===== src/rtl/cpu_pkg.sv =====
// Shared CPU datapath constants: PC width, reset vector, fetch step and
// instruction width.
package cpu_pkg;

  localparam int ADDR_W = 32;
  localparam int INSTR_W = 32;
  localparam logic [ADDR_W-1:0] RESET_ADDR = '0;
  localparam int STEP = INSTR_W / 8;

endpackage : cpu_pkg


===== src/rtl/fetch_unit_if.sv =====
// Fetch-side bus: branch control from the control unit and ALU, plus the
// current instruction address driven toward instruction memory.
interface fetch_unit_if #(
  parameter int ADDR_W = cpu_pkg::ADDR_W
);

  logic              B;
  logic              Z;
  logic [ADDR_W-1:0] B_addr;
  logic [ADDR_W-1:0] addr;

  // Control/datapath side: drives the branch request, observes the PC.
  modport master (
    output B,
    output Z,
    output B_addr,
    input  addr
  );

  // Fetch unit side: consumes the branch request, drives the PC.
  modport slave (
    input  B,
    input  Z,
    input  B_addr,
    output addr
  );

endinterface : fetch_unit_if


===== src/rtl/fetch_next_pc.sv =====
// Next-PC selection: a sequential increment (wrapping modulo 2^ADDR_W)
// or an absolute branch target when both B and Z are set.
module fetch_next_pc
  import cpu_pkg::*;
#(
  parameter int ADDR_W = cpu_pkg::ADDR_W,
  parameter int STEP   = cpu_pkg::STEP
) (
  input  logic [ADDR_W-1:0] pc,
  input  logic              b,
  input  logic              z,
  input  logic [ADDR_W-1:0] b_addr,
  output logic [ADDR_W-1:0] next_pc
);

  logic [ADDR_W-1:0] seq_pc;
  logic              take_branch;

  // The carry out of the adder is dropped on purpose so the PC wraps.
  assign seq_pc      = pc + ADDR_W'(STEP);
  // Z only matters for a branch instruction.
  assign take_branch = b & z;

  // Branch target is used verbatim: no offset and no alignment masking.
  always_comb begin
    next_pc = seq_pc;
    if (take_branch) begin
      next_pc = b_addr;
    end
  end

endmodule : fetch_next_pc


===== src/rtl/fetch_unit.sv =====
// Instruction-fetch program counter. Holds the PC register and drives it
// straight to instruction memory; next-PC selection lives in fetch_next_pc.
module fetch_unit
  import cpu_pkg::*;
#(
  parameter int                ADDR_W     = cpu_pkg::ADDR_W,
  parameter logic [ADDR_W-1:0] RESET_ADDR = cpu_pkg::RESET_ADDR,
  parameter int                STEP       = cpu_pkg::STEP
) (
  input  logic       Clock,
  input  logic       Reset,
  fetch_unit_if.slave bus
);

  logic [ADDR_W-1:0] pc_reg;
  logic [ADDR_W-1:0] pc_next;

  fetch_next_pc #(
    .ADDR_W (ADDR_W),
    .STEP   (STEP)
  ) u_next_pc (
    .pc      (pc_reg),
    .b       (bus.B),
    .z       (bus.Z),
    .b_addr  (bus.B_addr),
    .next_pc (pc_next)
  );

  // PC register: Reset forces the reset vector at once and holds it,
  // discarding any branch presented on the same edge.
  always_ff @(posedge Clock or posedge Reset) begin
    if (Reset) begin
      pc_reg <= RESET_ADDR;
    end else begin
      pc_reg <= pc_next;
    end
  end

  // Registered output only; no input reaches addr combinationally.
  assign bus.addr = pc_reg;

endmodule : fetch_unit


===== src/flat_wrapper.sv =====
// flat-port wrapper written by rule: the top's interface ports become plain ports
module fetch_unit_flat import cpu_pkg::*;
#(
  parameter int                ADDR_W     = cpu_pkg::ADDR_W,
  parameter logic [ADDR_W-1:0] RESET_ADDR = cpu_pkg::RESET_ADDR,
  parameter int                STEP       = cpu_pkg::STEP
)
  (Clock, Reset, bus_B, bus_Z, bus_B_addr, bus_addr);
  fetch_unit_if #(.ADDR_W(ADDR_W)) bus_i ();
  input  logic Clock;
  input  logic Reset;
  input wire logic [$bits(bus_i.B)-1:0] bus_B;
  input wire logic [$bits(bus_i.Z)-1:0] bus_Z;
  input wire logic [$bits(bus_i.B_addr)-1:0] bus_B_addr;
  output wire logic [$bits(bus_i.addr)-1:0] bus_addr;
  assign bus_i.B = bus_B;
  assign bus_i.Z = bus_Z;
  assign bus_i.B_addr = bus_B_addr;
  assign bus_addr = bus_i.addr;
  fetch_unit #(.ADDR_W(ADDR_W), .RESET_ADDR(RESET_ADDR), .STEP(STEP)) u_core (.Clock(Clock), .Reset(Reset), .bus(bus_i));
endmodule

===== config.mk =====
export PLATFORM = sky130hd
export DESIGN_NAME = fetch_unit_flat
export DESIGN_NICKNAME = d
export VERILOG_FILES = /design/src/rtl/cpu_pkg.sv /design/src/rtl/fetch_unit_if.sv /design/src/rtl/fetch_next_pc.sv /design/src/rtl/fetch_unit.sv /design/src/flat_wrapper.sv
export SDC_FILE = /design/constraint.sdc
export NUM_CORES = 1
export LEC_CHECK = 0
export CAP_MARGIN = 20
export CORE_MARGIN = 2
export CORE_UTILIZATION = 48
export CTS_BUF_LIST = sky130_fd_sc_hd__clkbuf_16
export DETAILED_ROUTE_END_ITERATION = 12
export MAX_ROUTING_LAYER = met4
export PLACE_DENSITY = 0.88
export SYNTH_ARGS = -nofsm -noshare
export SYNTH_HDL_FRONTEND = slang
export SYNTH_SLANG_ARGS = --single-unit

===== constraint.sdc =====
create_clock -name Clock -period 3.79 [get_ports Clock]
set_clock_uncertainty 0.2 [all_clocks]
set_input_delay 1.137 -clock Clock [delete_from_list [all_inputs] [get_ports Clock]]
set_output_delay 1.137 -clock Clock [all_outputs]
set_load 0.02 [all_outputs]

==> results.md, run 1 <==
| Result | This run | Unit |
|:---|:---|:---|
| Post-synth EDFFs | 0 | - |
| Y dimension of the die | 65.88 | microns |
| Largest net degree at the start of global routing | 33 | - |
| Setup tns final | 0 | ns |
| First-pass GRT wire length | 7514 | microns |
| Run status | finished clean | - |
| Top Layer Used | met4 | - |
| Core area | 3661 | sq um |
| Net count, final | 309 | - |
| Final worst path period share | 74.89 | % |
| Mean instance size in the synthesized netlist | 8.879 | sq um |
| Netlist cell types | 31 | - |
| Final antenna diode count | 0 | - |
| Via count | 1806 | - |
| Flip-flop count of the largest register, all copies and words added | 32 | - |
| Routed wire length | 4554 | microns |
| Clock buffer count from CTS | 5 | - |
| Site row count | 22 | - |
| Post-synthesis cell area | 1838 | sq um |
| Effective utilization at floorplan | 50.21 | % |
| Clock slew at reported path FFs | 0.05 | ns |
| Setup violators final | 0 | - |
| Maximum buffer depth of the clock tree | 2 | - |
| Post-CTS setup buffer count | 0 | - |
| Headroom to the max-slew limit | 39.83 | % |
| Sw power | 0.0004105 | W |
| Worst path top cell family by delay | buffers and inverters | - |
| Number of antenna violations at the first check in global routing | 0 | - |
| Wl on met1 | 2049 | microns |
| Top cell type by total area after synthesis | sky130_fd_sc_hd__dfrtp_1 | - |
| Transition time of the tightest slew-check pin | 0.9026 | ns |
| Type of the setup path with the least slack | reg2out | - |
| Fin. Hold Viols | 0 | - |
| Area Growth Syn to Fin | 45.13 | % |
| Startpoint Class | register | - |
| Share of synthesized registers carrying an async set or reset | 100.0 | % |
| Largest stage delay on the critical path | 0.67 | ns |
| Most repeated cell in the gate-level netlist after synthesis | sky130_fd_sc_hd__dfrtp_1 | - |
| Number of buffers inserted by hold repair at cts | 0 | - |
| Biggest fanout along the worst timing path | 9 | - |
| Register bit count reported by yosys | 32 | - |
| Clock group share of total power | 29.7 | % |
| Final antenna-violating net count | 0 | - |
| # IOs | 68 | - |
| Starting DRT DRC Count | 165 | - |
| Layout cells sized above 1 | 5.128 | % |
| DIE AREA | 4340 | sq um |
| Routability congestion estimate | 0.8287 | - |
| Clock root buffer master | sky130_fd_sc_hd__clkbuf_16 | - |
| Number of fill cells in the layout | 297 | - |
| HP Class | reg2reg | - |
| Number of global-route vias before repair | 1588 | - |
| Part of the total power dissipated in sequential elements | 39.5 | % |
| Final core occ | 72.86 | % |
| Worst-path cell with the longest stage delay | sky130_fd_sc_hd__clkdlybuf4s50_1 | - |
| Final Instance Area | 2668 | sq um |
| Final HPWL from detailed placement | 3261 | microns |
| Min cycle time layout | 2.838 | ns |
| CTS tree | built | - |
| Global route overflow | 0 | - |
| P_leak | 1.047 | nW |
| Most frequently used flop master after synthesis | sky130_fd_sc_hd__dfrtp_1 | - |
| Placement-stage cell area | 2531 | sq um |
| Met3 WL | 304 | microns |
| Number of sinks on the clock net | 32 | - |
| Ranking of synthesized cells by area | sky130_fd_sc_hd__dfrtp_1, sky130_fd_sc_hd__nand2_1, sky130_fd_sc_hd__or4_1 | - |
| Detail-routed via count per cell | 5.626 | - |
| Warning count from the yosys run | 0 | - |
| Post-cts gate resize count | 0 | - |
| Net count of the mapped netlist | 244 | - |
| Total iterations of the first detailed-routing run | 4 | - |
| Per-cell routed wire length | 14.19 | microns |
| Top cell types by occurrence after synthesis | sky130_fd_sc_hd__dfrtp_1, sky130_fd_sc_hd__nand2_1, sky130_fd_sc_hd__nor2_1 | - |
| Met2 wire length | 2134 | microns |
| Count of pins over their slew limit | 0 | - |
| Cell internal pwr | 0.0008356 | W |
| Number of port buffers | 67 | - |
| Power density cells | 467.1 | nW/um^2 |
| Synthesized netlist cell count | 207 | - |
| Post-detailed-route DRC marker count | 0 | - |
| X dimension of the die | 65.88 | microns |
| Worst Path Arrival | 1.50 | ns |
| Kind of end point of the critical path | output port | - |
| Cell-by-cell trace of the critical path | clkdlybuf4s50_1 | - |
| Max-cap violations | 0 | - |
| Clock network latency to the later pin of the worst-skew pair | 0.28 | ns |
| Switching Fraction | 32.94 | % |
| # H-tree levels | 2 | - |
| Peak supply drop | 0.3227 | mV |
| Yosys top cell area share | 43.57 | % |
| Buffer and inverter count on the worst path | 1 | - |
| Combinational cell fraction of total power | 30.8 | % |
| Required time reported for the critical path endpoint | 2.45 | ns |
| Portion of the post-synthesis area used by sequential elements | 43.57 | % |
| RSZ-0062 raised after global routing | no | - |
| GRT Total Usage | 23.59 | % |
| Achievable Freq | 352.3 | MHz |
cells by family (layout without fill, tap and decap cells):
family / after synthesis / in the layout / share of synthesized area (%)
fa+ha+maj: 1 / 1 / 0.6806
simple gates: 106 / 106 / 31.99
flops: 32 / 32 / 43.57
mux: 1 / 1 / 0.6126
buf+inv: 14 / 80 / 3.471
xor+xnor: 12 / 12 / 5.718
compound gates: 41 / 41 / 13.96
layout make-up:
| class | count | area, sq um | share of cell area [%] |
|---|---|---|---|
| multi-input cells | 161 | 973.4 | 36.49 |
| flip-flops and latches | 32 | 800.8 | 30.02 |
| repair buffers | 69 | 685.7 | 25.70 |
| clock buffers | 5 | 125.1 | 4.690 |
| well taps | 48 | 60.06 | 2.251 |
| clock inverters | 3 | 11.26 | 0.4221 |
| inverters | 3 | 11.26 | 0.4221 |
layout by cell type, fill, tap and decap left out, drive strengths merged:
| master | count |
|---|---|
| clkbuf | 5 |
| and3 | 9 |
| mux2 | 1 |
| clkinv | 1 |
| o311ai | 2 |
| o211ai | 1 |
| or4 | 11 |
| inv | 5 |
| or3 | 4 |
| a21oi | 1 |
| xor2 | 7 |
| a31oi | 13 |
| or2 | 1 |
| nand2 | 32 |
| o21ai | 14 |
| or4b | 3 |
| nand4 | 9 |
| nand3b | 1 |
| buf | 2 |
| and4 | 3 |
| and2 | 1 |
| nor2 | 17 |
| nand3 | 15 |
| dfrtp | 32 |
| clkdlybuf4s50 | 67 |
| ha | 1 |
| o31ai | 10 |
| xnor2 | 5 |
per-layer routing:
layer	global-route usage, %	up-vias
met3	6.985	6
met2	34.97	66
met5	-	-
met4	9.115	0
met1	30.48	832
li1	-	902
through the flow:
step | cells | power [W] | setup slack, ns | hold WS (ns)
after floorplan | 207 | 0.0006837 | 1.551 | 0.3894
after global placement | 313 | 0.0008709 | 0.8332 | 0.2578
after detailed placement | 313 | 0.0008793 | 0.7244 | 0.2649
after CTS | 321 | 0.001255 | 0.9382 | 0.2764
after global routing | 321 | 0.001312 | 0.8816 | 0.3052
final | 321 | 0.001246 | 0.9518 | 0.2734
final timing paths:
path	from	endpoint	slack, ns	depth (start not counted)
max	u_core.bus.addr[14]	bus_addr[14]	0.95	1
min	u_core.bus.addr[0]	u_core.bus.addr[0]	0.27	2
max reg2reg	u_core.bus.addr[5]	u_core.bus.addr[31]	1.63	4
min reg2reg	u_core.bus.addr[0]	u_core.bus.addr[0]	0.27	2
max in group asynchronous	Reset	u_core.bus.addr[0]	2.04	3
min in group asynchronous	Reset	u_core.bus.addr[17]	1.06	3
power by group through the flow:
| stage | clock (W) | sequential [W] | combinational [W] |
|---|---|---|---|
| after floorplan | 0 | 0.000548 | 0.000135 |
| after global placement | 0 | 0.000493 | 0.000378 |
| after detailed placement | 0 | 0.000494 | 0.000385 |
| after CTS | 0.000378 | 0.000490 | 0.000387 |
| after global routing | 0.000395 | 0.000503 | 0.000414 |
| final | 0.000370 | 0.000492 | 0.000383 |
Note: power is estimated with default switching activity, not from simulation.
==> run 2: changes to the inputs <==
Settings changed: CORE_UTILIZATION 48 to 40, PLACE_DENSITY 0.88 to 0.78.
Clock period 3.79 ns to 2.29 ns, I/O delays scaled along.
==> results.md, run 2 (synthesis results as in run 1) <==
| Result | This run | Unit |
|:---|:---|:---|
| Run status | finished clean | - |
| P_leak | 1.118 | nW |
| Clock root buffer master | sky130_fd_sc_hd__clkbuf_16 | - |
| Detail-routed via count per cell | 5.535 | - |
| Starting DRT DRC Count | 158 | - |
| Worst Path Arrival | 1.35 | ns |
| Number of global-route vias before repair | 1647 | - |
| Largest stage delay on the critical path | 0.64 | ns |
| Cell-by-cell trace of the critical path | clkdlybuf4s50_1 | - |
| Net count, final | 313 | - |
| Placed insts | 321 | - |
| Count of pins over their slew limit | 0 | - |
| Worst path top cell family by delay | buffers and inverters | - |
| Site row count | 24 | - |
| Leading cell type in the layout, fill and taps excluded | sky130_fd_sc_hd__clkdlybuf4s50_1 | - |
| Setup tns final | 0 | ns |
| # H-tree levels | 2 | - |
| Effective utilization at floorplan | 41.92 | % |
| Number of antenna violations at the first check in global routing | 0 | - |
| GRT Total Usage | 19.42 | % |
| Final Instance Area | 2754 | sq um |
| Routed wire length | 4716 | microns |
| Biggest fanout along the worst timing path | 6 | - |
| HP Class | reg2reg | - |
| Post-detailed-route DRC marker count | 0 | - |
| Clock slew at reported path FFs | 0.05 | ns |
| Core area | 4384 | sq um |
| Worst-path cell with the longest stage delay | sky130_fd_sc_hd__clkdlybuf4s50_1 | - |
| Number of port buffers | 67 | - |
| Final antenna diode count | 0 | - |
| Per-cell routed wire length | 14.33 | microns |
| RSZ-0062 raised after global routing | no | - |
| X dimension of the die | 71.79 | microns |
| Required time reported for the critical path endpoint | 1.40 | ns |
| Flip-flop count of the largest register, all copies and words added | 32 | - |
| Largest net degree at the start of global routing | 33 | - |
| Buffer and inverter count on the worst path | 1 | - |
| Achievable Freq | 446.8 | MHz |
| Clock buffer count from CTS | 5 | - |
| Total Power | 0.002194 | W |
| Y dimension of the die | 71.79 | microns |
| Global route overflow | 0 | - |
| Min cycle time layout | 2.238 | ns |
| Routability congestion estimate | 0.7555 | - |
| Area Growth Syn to Fin | 49.83 | % |
| First-pass GRT wire length | 7707 | microns |
| Max-cap violations | 0 | - |
| Via count | 1821 | - |
| Power density cells | 796.7 | nW/um^2 |
| Number of buffers inserted by hold repair at cts | 0 | - |
| Commonest cells after routing, fill and taps aside | sky130_fd_sc_hd__clkdlybuf4s50_1, sky130_fd_sc_hd__dfrtp_1, sky130_fd_sc_hd__nand2_1 | - |
| Kind of end point of the critical path | output port | - |
| Final antenna-violating net count | 0 | - |
| Clock network latency to the later pin of the worst-skew pair | 0.28 | ns |
| Placement-stage cell area | 2579 | sq um |
| Setup violators final | 0 | - |
| Final HPWL from detailed placement | 3437 | microns |
| DIE AREA | 5153 | sq um |
| Type of the setup path with the least slack | reg2out | - |
| Layout cells sized above 1 | 6.859 | % |
| Total iterations of the first detailed-routing run | 4 | - |
| Layout Cells excl Fill | 329 | - |
| CTS tree | built | - |
| Fin. Hold Viols | 0 | - |
| Headroom to the max-slew limit | 72.47 | % |
| Peak supply drop | 0.4865 | mV |
| Final worst path period share | 97.74 | % |
| Startpoint Class | register | - |
| Maximum buffer depth of the clock tree | 2 | - |
| Number of sinks on the clock net | 32 | - |
| # IOs | 68 | - |
| Transition time of the tightest slew-check pin | 0.4129 | ns |
| Register-to-register setup slack | 0.13 | ns |
## run 2: metal layers
| layer | GRT usage (%) | wire (microns) | vias up |
|---|---|---|---|
| met2 | 29.63 | 2248 | 62 |
| met1 | 25.62 | 2053 | 838 |
| met3 | 5.907 | 381 | 7 |
| met4 | 4.193 | 34 | 0 |
| met5 | - | 0 | - |
| li1 | - | - | 914 |
## run 2: worst paths after layout
path	endpoint	from	cells past startpoint
setup / recovery	bus_addr[15]	u_core.bus.addr[15]	1
setup reg to reg	u_core.bus.addr[28]	u_core.bus.addr[2]	5
max in group asynchronous	u_core.bus.addr[9]	Reset	3
min in group asynchronous	u_core.bus.addr[23]	Reset	3
hold reg to reg	u_core.bus.addr[1]	u_core.bus.addr[1]	2
hold / removal	u_core.bus.addr[1]	u_core.bus.addr[1]	2
## run 2: metrics by stage
| step | util [%] | worst slack, ns | hold slack [ns] |
|---|---|---|---|
| floorplan | - | 0.1384 | 0.3894 |
| global placement | 58.82 | 0.1097 | 0.2667 |
| detailed placement | 58.82 | 0.08773 | 0.2750 |
| CTS | 62.53 | 0.004033 | 0.2929 |
| global route | 62.81 | 0.002912 | 0.3256 |
| finish | 62.81 | 0.05167 | 0.2936 |
## run 2: area by class of cell
| class | count | area [sq um] |
|---|---|---|
| Clock buffer | 5 | 125.1 |
| Tap cell | 52 | 65.06 |
| Timing Repair Buffer | 73 | 740.7 |
| Sequential cell | 32 | 800.8 |
| Clock inverter | 3 | 37.54 |
| Inverter | 3 | 11.26 |
| Multi-Input combinational cell | 161 | 973.4 |
| Fill cell | 368 | 1630 |
## run 2: worst register-to-register path, delay by kind of cell (launching register included)
| kind | cells | cell delay [ns] |
|---|---|---|
| flops | 1 | 0.43 |
| simple gates | 4 | 1.19 |
| fa+ha+maj | 1 | 0.28 |
## run 2: report_power, final
part           leakage, nW  internal, W  switching [W]
registers            0.373     0.000665       0.000144
logic                0.666     0.000332       0.000317
clock network       0.0789     0.000505       0.000232
total                 1.12      0.00150       0.000692
## run 2: repair_timing
action / in CTS / in global routing
setup endpoints to repair: 0 / 5
setup buffers: 0 / 0
resized for setup: 0 / 5
==> run 3: changes to the inputs <==
Settings changed: CORE_UTILIZATION 40 to 44, PLACE_DENSITY 0.78 to 0.81.
Clock period 2.29 ns to 2.15 ns, I/O delays scaled along.
==> results.md, run 3 (synthesis results as in run 1) <==
| Result | This run | Unit |
|:---|:---|:---|
| Buffer and inverter count on the worst path | 1 | - |
| Largest stage delay on the critical path | 0.61 | ns |
| DIE AREA | 4710 | sq um |
| Setup violators final | 0 | - |
| Clock network latency to the later pin of the worst-skew pair | 0.28 | ns |
| Number of global-route vias before repair | 1650 | - |
| Effective utilization at floorplan | 45.95 | % |
| RSZ-0062 raised after global routing | no | - |
| Net count, final | 318 | - |
| Leading cell type in the layout, fill and taps excluded | sky130_fd_sc_hd__clkdlybuf4s50_1 | - |
| HP Class | reg2reg | - |
| P_leak | 1.176 | nW |
| Clock buffer count from CTS | 5 | - |
| Count of pins over their slew limit | 0 | - |
| Final antenna-violating net count | 0 | - |
| Core area | 4000 | sq um |
| Site row count | 23 | - |
| Maximum buffer depth of the clock tree | 2 | - |
| Post-CTS setup buffer count | 0 | - |
| # IOs | 68 | - |
| Flip-flop count of the largest register, all copies and words added | 32 | - |
| Worst Path Arrival | 1.24 | ns |
| Number of antenna violations at the first check in global routing | 0 | - |
| Global route overflow | 0 | - |
| Clock root buffer master | sky130_fd_sc_hd__clkbuf_16 | - |
| Routability congestion estimate | 0.7838 | - |
| Worst-path cell with the longest stage delay | sky130_fd_sc_hd__clkdlybuf4s50_1 | - |
| Worst path top cell family by delay | buffers and inverters | - |
| Fin. Hold Viols | 0 | - |
| Layout cells sized above 1 | 9.220 | % |
| Via count | 1849 | - |
| Power density cells | 837.7 | nW/um^2 |
| Achievable Freq | 478.7 | MHz |
| Y dimension of the die | 68.63 | microns |
| CTS tree | built | - |
| Commonest cells after routing, fill and taps aside | sky130_fd_sc_hd__clkdlybuf4s50_1, sky130_fd_sc_hd__nand2_1, sky130_fd_sc_hd__dfrtp_1 | - |
| Post-detailed-route DRC marker count | 0 | - |
| Placement-stage cell area | 2603 | sq um |
| Final antenna diode count | 0 | - |
| Number of sinks on the clock net | 32 | - |
| X dimension of the die | 68.63 | microns |
| Headroom to the max-slew limit | 71.44 | % |
| Per-cell routed wire length | 14.71 | microns |
| Area Growth Syn to Fin | 49.69 | % |
| Routed wire length | 4885 | microns |
| Register-to-register setup slack | 0.07 | ns |
| Starting DRT DRC Count | 136 | - |
| GRT Total Usage | 23.26 | % |
| Largest net degree at the start of global routing | 33 | - |
| Final HPWL from detailed placement | 3346 | microns |
| Cell-by-cell trace of the critical path | clkdlybuf4s50_1 | - |
| Min cycle time layout | 2.089 | ns |
| Setup tns final | 0 | ns |
| Max-cap violations | 0 | - |
| Total iterations of the first detailed-routing run | 4 | - |
| Type of the setup path with the least slack | reg2out | - |
| Worst hold-check slack | 0.2824 | ns |
| Final Instance Area | 2751 | sq um |
| Kind of end point of the critical path | output port | - |
| Detail-routed via count per cell | 5.569 | - |
| Final worst path period share | 97.17 | % |
| # H-tree levels | 2 | - |
| Number of port buffers | 67 | - |
| Layout Cells excl Fill | 332 | - |
| Required time reported for the critical path endpoint | 1.30 | ns |
| Clock slew at reported path FFs | 0.05 | ns |
| Placed insts | 324 | - |
| First-pass GRT wire length | 7686 | microns |
| Biggest fanout along the worst timing path | 3 | - |
| Run status | finished clean | - |
| Peak supply drop | 0.5553 | mV |
| Transition time of the tightest slew-check pin | 0.4231 | ns |
| Startpoint Class | register | - |
==> run 3: report_power, final <==
| group | internal (W) | switching [W] |
|---|---|---|
| Clock | 0.000538 | 0.000255 |
| Combinational | 0.000305 | 0.000345 |
| Sequential | 0.000709 | 0.000152 |
| Total | 0.00155 | 0.000753 |
==> run 3: worst paths after layout <==
path                                     startpoint                  end  cells past startpoint
worst min register to register   u_core.bus.addr[0]   u_core.bus.addr[0]                      2
min in group asynchronous                     Reset  u_core.bus.addr[29]                      3
worst max-delay path            u_core.bus.addr[31]         bus_addr[31]                      1
worst min-delay path             u_core.bus.addr[0]   u_core.bus.addr[0]                      2
max in group asynchronous                     Reset   u_core.bus.addr[2]                      3
worst max register to register   u_core.bus.addr[3]  u_core.bus.addr[28]                      5
==> run 3: cell type report <==
cell class                      instances  area [sq um]
Multi-Input combinational cell        161         983.4
Fill cell                             342          1249
Tap cell                               50         62.56
Clock buffer                            5         125.1
Sequential cell                        32         802.0
Clock inverter                          3         37.54
Inverter                                3         11.26
Timing Repair Buffer                   78         729.5
==> run 3: metal layers <==
layer | track usage, % | wire [microns] | vias up
met5 | - | 0 | -
met2 | 36.18 | 2339 | 56
met3 | 8.117 | 364 | 6
met1 | 27.79 | 2117 | 865
met4 | 8.750 | 64 | 0
li1 | - | - | 922
==> run 3: per-stage QoR <==
step | setup slack, ns | total power (W) | utilization, %
floorplan | 0.01375 | 0.001206 | -
global placement | 0.006713 | 0.001562 | 65.06
detailed placement | -0.02596 | 0.001575 | 65.06
CTS | 0.001848 | 0.002326 | 68.35
global route | 0.002480 | 0.002423 | 68.78
finish | 0.06090 | 0.002305 | 68.78
==> run 3: timing repair <==
| item | CTS | global route |
|---|---|---|
| hold buffers | 0 | 0 |
| resized for setup | 25 | 5 |
| setup endpoints to repair | 25 | 6 |
